--- src/rtl/nes_vga_pkg.sv ---
// nes_vga_pkg: shared NES/VGA frame buffer geometry and clear FSM states
package nes_vga_pkg;
    localparam logic [8:0]  PPU_HDISP    = 9'd256;
    localparam logic [8:0]  PPU_VDISP    = 9'd240;
    localparam logic [8:0]  PPU_DELAY    = 9'd3;
    localparam logic [15:0] FB_LAST_ADDR = 16'hEFFF;
    localparam logic [15:0] FB_END_ADDR  = 16'hF000;
    typedef enum logic [1:0] {IDLE, WAIT_VBL, CLEAR} clr_state_t;
endpackage

--- src/rtl/fb_write_arbiter_clear.sv ---
// fb_clear_engine: fills the frame buffer with one colour, advancing only on granted cycles
module fb_clear_engine
    import nes_vga_pkg::*;
#(
    parameter logic CLR_SYNC = 1'b1
) (
    input  logic        clk_ppu,
    input  logic        reset,
    input  logic        clr_start,
    input  logic [5:0]  clr_color,
    input  logic [8:0]  ppu_vcnt,
    input  logic        grant,
    output logic        req,
    output logic [15:0] addr,
    output logic [7:0]  data,
    output logic        busy,
    output logic        done
);
    clr_state_t state, state_nx;
    logic start, last;
    assign start = state == IDLE && clr_start;
    assign last  = grant && addr == FB_LAST_ADDR;
    assign req   = state == CLEAR;
    assign busy  = state != IDLE;
    always_comb begin
        state_nx = state;
        state_nx = (state == IDLE)     ? (clr_start ? (CLR_SYNC ? WAIT_VBL : CLEAR) : IDLE) :
                   (state == WAIT_VBL) ? (ppu_vcnt == PPU_VDISP ? CLEAR : WAIT_VBL) :
                   (last ? IDLE : CLEAR);
    end
    always_ff @(posedge clk_ppu) begin
        if (reset) begin
            state <= IDLE;
            addr  <= '0;
            data  <= '0;
            done  <= 1'b0;
        end else begin
            state <= state_nx;
            done  <= last;
            if (start) begin
                addr <= '0;
                data <= {2'b00, clr_color};
            end else if (grant) begin
                addr <= addr + 16'd1;
            end
        end
    end
endmodule

--- src/rtl/fb_write_arbiter.sv ---
// fb_write_arbiter: shares the frame buffer write port between PPU, clear engine and OSD
module fb_write_arbiter
    import nes_vga_pkg::*;
#(
    parameter logic CLR_SYNC = 1'b1
) (
    input  logic        clk_ppu,
    input  logic        reset,
    input  logic [7:0]  ppu_pixel,
    input  logic [8:0]  ppu_hcnt,
    input  logic [8:0]  ppu_vcnt,
    input  logic        clr_start,
    input  logic [5:0]  clr_color,
    output logic        clr_busy,
    output logic        clr_done,
    input  logic        osd_req,
    input  logic [15:0] osd_addr,
    input  logic [7:0]  osd_data,
    output logic        osd_ack,
    output logic        osd_oob,
    output logic [15:0] fb_addr,
    output logic [7:0]  fb_data,
    output logic        fb_wren
);
    logic [8:0]  lsb;
    logic        ppu_win, clr_req, clr_grant, osd_wr, wr_any;
    logic [15:0] clr_addr, wr_addr;
    logic [7:0]  clr_data, wr_data;
    fb_clear_engine #(.CLR_SYNC(CLR_SYNC)) u_clear (
        .clk_ppu  (clk_ppu),
        .reset    (reset),
        .clr_start(clr_start),
        .clr_color(clr_color),
        .ppu_vcnt (ppu_vcnt),
        .grant    (clr_grant),
        .req      (clr_req),
        .addr     (clr_addr),
        .data     (clr_data),
        .busy     (clr_busy),
        .done     (clr_done)
    );
    assign lsb       = ppu_hcnt - PPU_DELAY;
    assign ppu_win   = lsb < PPU_HDISP && ppu_vcnt < PPU_VDISP;
    assign clr_grant = clr_req && !ppu_win;
    assign osd_ack   = osd_req && !ppu_win && !clr_req;
    // out-of-range OSD rows are consumed but never written
    assign osd_wr    = osd_ack && osd_addr < FB_END_ADDR;
    assign wr_any    = ppu_win || clr_grant || osd_wr;
    assign wr_addr   = ppu_win ? {ppu_vcnt[7:0], lsb[7:0]} : clr_grant ? clr_addr : osd_addr;
    assign wr_data   = ppu_win ? ppu_pixel : clr_grant ? clr_data : osd_data;
    always_ff @(posedge clk_ppu) begin
        if (reset) begin
            fb_wren <= 1'b0;
            fb_addr <= '0;
            fb_data <= '0;
            osd_oob <= 1'b0;
        end else begin
            fb_wren <= wr_any;
            osd_oob <= osd_ack && !osd_wr;
            if (wr_any) begin
                fb_addr <= wr_addr;
                fb_data <= wr_data;
            end
        end
    end
endmodule

--- config.mk ---
export PLATFORM = sky130hd
export DESIGN_NAME = fb_write_arbiter
export DESIGN_NICKNAME = d
export VERILOG_FILES = /design/src/rtl/nes_vga_pkg.sv /design/src/rtl/fb_write_arbiter_clear.sv /design/src/rtl/fb_write_arbiter.sv
export SDC_FILE = /design/constraint.sdc
export NUM_CORES = 1
export LEC_CHECK = 0
export BUFFER_PORTS_ARGS = -buffer_cell sky130_fd_sc_hd__buf_2
export CAP_MARGIN = 10
export CORE_ASPECT_RATIO = 0.8
export CORE_MARGIN = 2
export CORE_UTILIZATION = 25
export DETAILED_ROUTE_END_ITERATION = 12
export GPL_ROUTABILITY_DRIVEN = 1
export SYNTH_ARGS = -nofsm -noshare
export SYNTH_HDL_FRONTEND = slang
export SYNTH_SLANG_ARGS = --single-unit
--- constraint.sdc ---
create_clock -name clk_ppu -period 5.1 [get_ports clk_ppu]
set_clock_uncertainty 0.15 [all_clocks]
set_input_delay 0.765 -clock clk_ppu [delete_from_list [all_inputs] [get_ports clk_ppu]]
set_output_delay 0.765 -clock clk_ppu [all_outputs]
set_load 0.005 [all_outputs]
==> results.md <==
- Initial Utilization: 25.6%
- Core area: 10,200 sq um
- Top_reg_cell synth: dfxtp_1
- Clock Tree Root: clkbuf_16
- Final WS setup: 1730 ps
- Worst-margin pin slew: 951 ps
- Sink Count: 51
- Synth Register Bits: 51
- Total Routing Usage GR: 14.1%
- First-pass GRT wire length: 12.6 mm
- Period utilization: 66.0%
- Port-buffer cells: 88
- CP delay by family, top: simple AND/OR/NAND/NOR gates
- TritonRoute pass-1 iters: 4
- HPWL Detailed: 5.71 mm
- RSZ-0062 raised after global routing: no
- Max incr delay on CP: 360 ps
- Layout area overhead: 27.7%
- Post-synth EDFFs: 0
- Post-CTS setup buffers: 0
- Vias in the first global route: 2,496
- Via Count: 2,723
- CP required: 4180 ps
- Remaining DRCs: 0
- Overall power: 957 uW
- Synth area leader: dfxtp_1
- Setup_tns: 0 ps
- Clock Latency Late Sink: 290 ps
- Count of pins over their slew limit: 0
- Post-Synthesis Net Count: 402
- Final Wtd Congestion: 0.834
- Worst slew margin: 36.6%
- # hold bufs at CTS: 0
- Buf/Inv on CP: 2
- Most common cell after layout, fill and taps aside: buf_2
- I/O pin cnt: 89
- Num CTS Buffers: 5
- Die ar.: 11,300 sq um
- VDD IR-drop max: 0.113 mV
- Worst Setup End Kind: output port
- Min-Delay Path Class: reg -> reg
- Status: complete, no violations
- Final Hold Fails: 0
- CP max stage cell: and2_1
- Post-synth cell types: 39
- Async set-reset flop share out of synthesis: 0%
- Cts repair resizes: 0
- Detailed-route wire length: 7.99 mm
- Mean Syn Cell Area: 7.68 sq um
- Nets: 478
- Fmax: 297 MHz
- Seq/Total Area, Yosys: 39.1%
- Layout filler cell count: 1,124
- Largest net degree at the start of global routing: 37
- Most frequent cells in the layout: buf_2 (88), a21oi_1 (51), dfxtp_1 (51)
- Layout cell share with drive strength beyond 1: 26.4%
- Warnings, synthesis: 0
- Top cells by area, synth: dfxtp_1 (39%), a21oi_1 (9.8%), nand2_1 (6.8%)
- DP Worst Slack: 1760 ps
- FF-to-FF setup slack: 2600 ps
- Area share of the largest cell type after synthesis: 39.1%
- Die W: 118 um
- WS Path Type: in -> out
- Routed len/inst: 14.3 um
- Mapped Cells: 340
- Cell Count, Final, Fillers Out: 558
- Clk buf depth: 2
- CP Data Arrival Time: 2450 ps
- Clk slew on worst S/H paths: 60 ps
- Die Y-Extent: 95.4 um
- Power Dens Cells: 287 nW/um^2
- Post-Syn Area: 2610 sq um
- Max-Cap Viols: 0
- Startpoint types: input port
- Initial antenna violation count: 0
- Row cnt: 33
- Most frequent CP cell: buf_2
- Total grt overflow: 0
- TritonCTS clock tree: built
- Initial DRC Count: 163
- H-tree levels: 2
- Tmin final: 3370 ps
- Setup violations, final: 0
- Antenna-violating nets left: 0
- Leak pwr: 0.00137 uW
- Placed Cells incl. Taps: 549
- Cells along the critical path: buf_2 -> ha_1 -> nor3_1 -> nand4b_1 -> and2_1 -> and3_1 -> buf_2
- Vias per inst: 4.88
- CP Max Fanout: 9
## state kept, by name, summed over array words and instances, names as in the netlist
signal,count
u_clear.addr,16
u_clear.data,6
osd_oob,1
u_clear.done,1
u_clear.state,2
fb_wren,1
fb_data,8
fb_addr,16
## kinds of logic (layout without fill, tap and decap cells)
group,after synthesis,in the layout,synth area share (%)
flops,51,51,39.1
simple gates,153,153,28.7
buf+inv,25,102,3.98
mux,8,8,3.16
xor+xnor,9,9,3.02
other cells,0,1,0
compound gates,92,92,21.1
fa+ha+maj,2,2,0.958
## layer usage
metal | GRT usage, % | up-vias | part of all wire (%)
li1 | - | 1354 | -
met1 | 19.5 | 1285 | 49
met2 | 22.5 | 82 | 44
met3 | 3.77 | 2 | 6.6
met4 | 2.41 | 0 | 0.39
met5 | 0 | - | 0
## power by group
part           internal (uW)  leakage [uW]  switching, uW  total [uW]
combinational           62.5      0.000868           71.6         134
clock                    244     0.0000869            152         397
sequential               417      0.000418           9.14         426
## path summary, 6_finish.rpt
kind / from / to / cells past startpoint
worst max-delay path: ppu_hcnt[0] / osd_ack / 7
worst max register to register: u_clear.state[0] / u_clear.addr[15] / 6
worst min-delay path: u_clear.data[3] / u_clear.data[3] / 2
worst min register to register: u_clear.data[3] / u_clear.data[3] / 2
## layout make-up
| cell class | count | area [sq um] | share of cell area, % |
|---|---|---|---|
| multi-input combinational | 264 | 1490 | 44.7 |
| antenna | 1 | 2.50 | 0.0750 |
| clock inverter | 2 | 35.0 | 1.05 |
| inverter | 3 | 11.3 | 0.337 |
| timing repair buffer | 91 | 463 | 13.9 |
| clock buffer | 6 | 139 | 4.16 |
| tap | 140 | 175 | 5.25 |
| sequential | 51 | 1020 | 30.6 |
## worst register-to-register path, delay by kind of cell (launching register included)
family,cells,cell delay [ps]
flops,1,350
buf+inv,1,330
compound gates,1,140
simple gates,4,1450
## synthesized netlist by cell type, types with 6 or more instances
cell and instances:
buf_2 8, nor3_1 12, nor2_1 37, a31oi_1 6, nand3_1 14, mux2i_1 6, o21ai_0 11, a211o_1 13
a21oi_1 51, nand2_1 47, dfxtp_1 51, nor2b_1 6, or3_1 12, xor2_1 6, clkbuf_1 12
## stage by stage
step / util, % / area (sq um) / hold slack, ps
after floorplan: - / 2610 / 311
after global placement: 31.0 / 3160 / 327
after detailed placement: 31.0 / 3160 / 334
after CTS: 32.7 / 3330 / 352
after global routing: 32.7 / 3330 / 368
final: 32.7 / 3340 / 348
No activity file was read; power rests on OpenSTA's default activity.
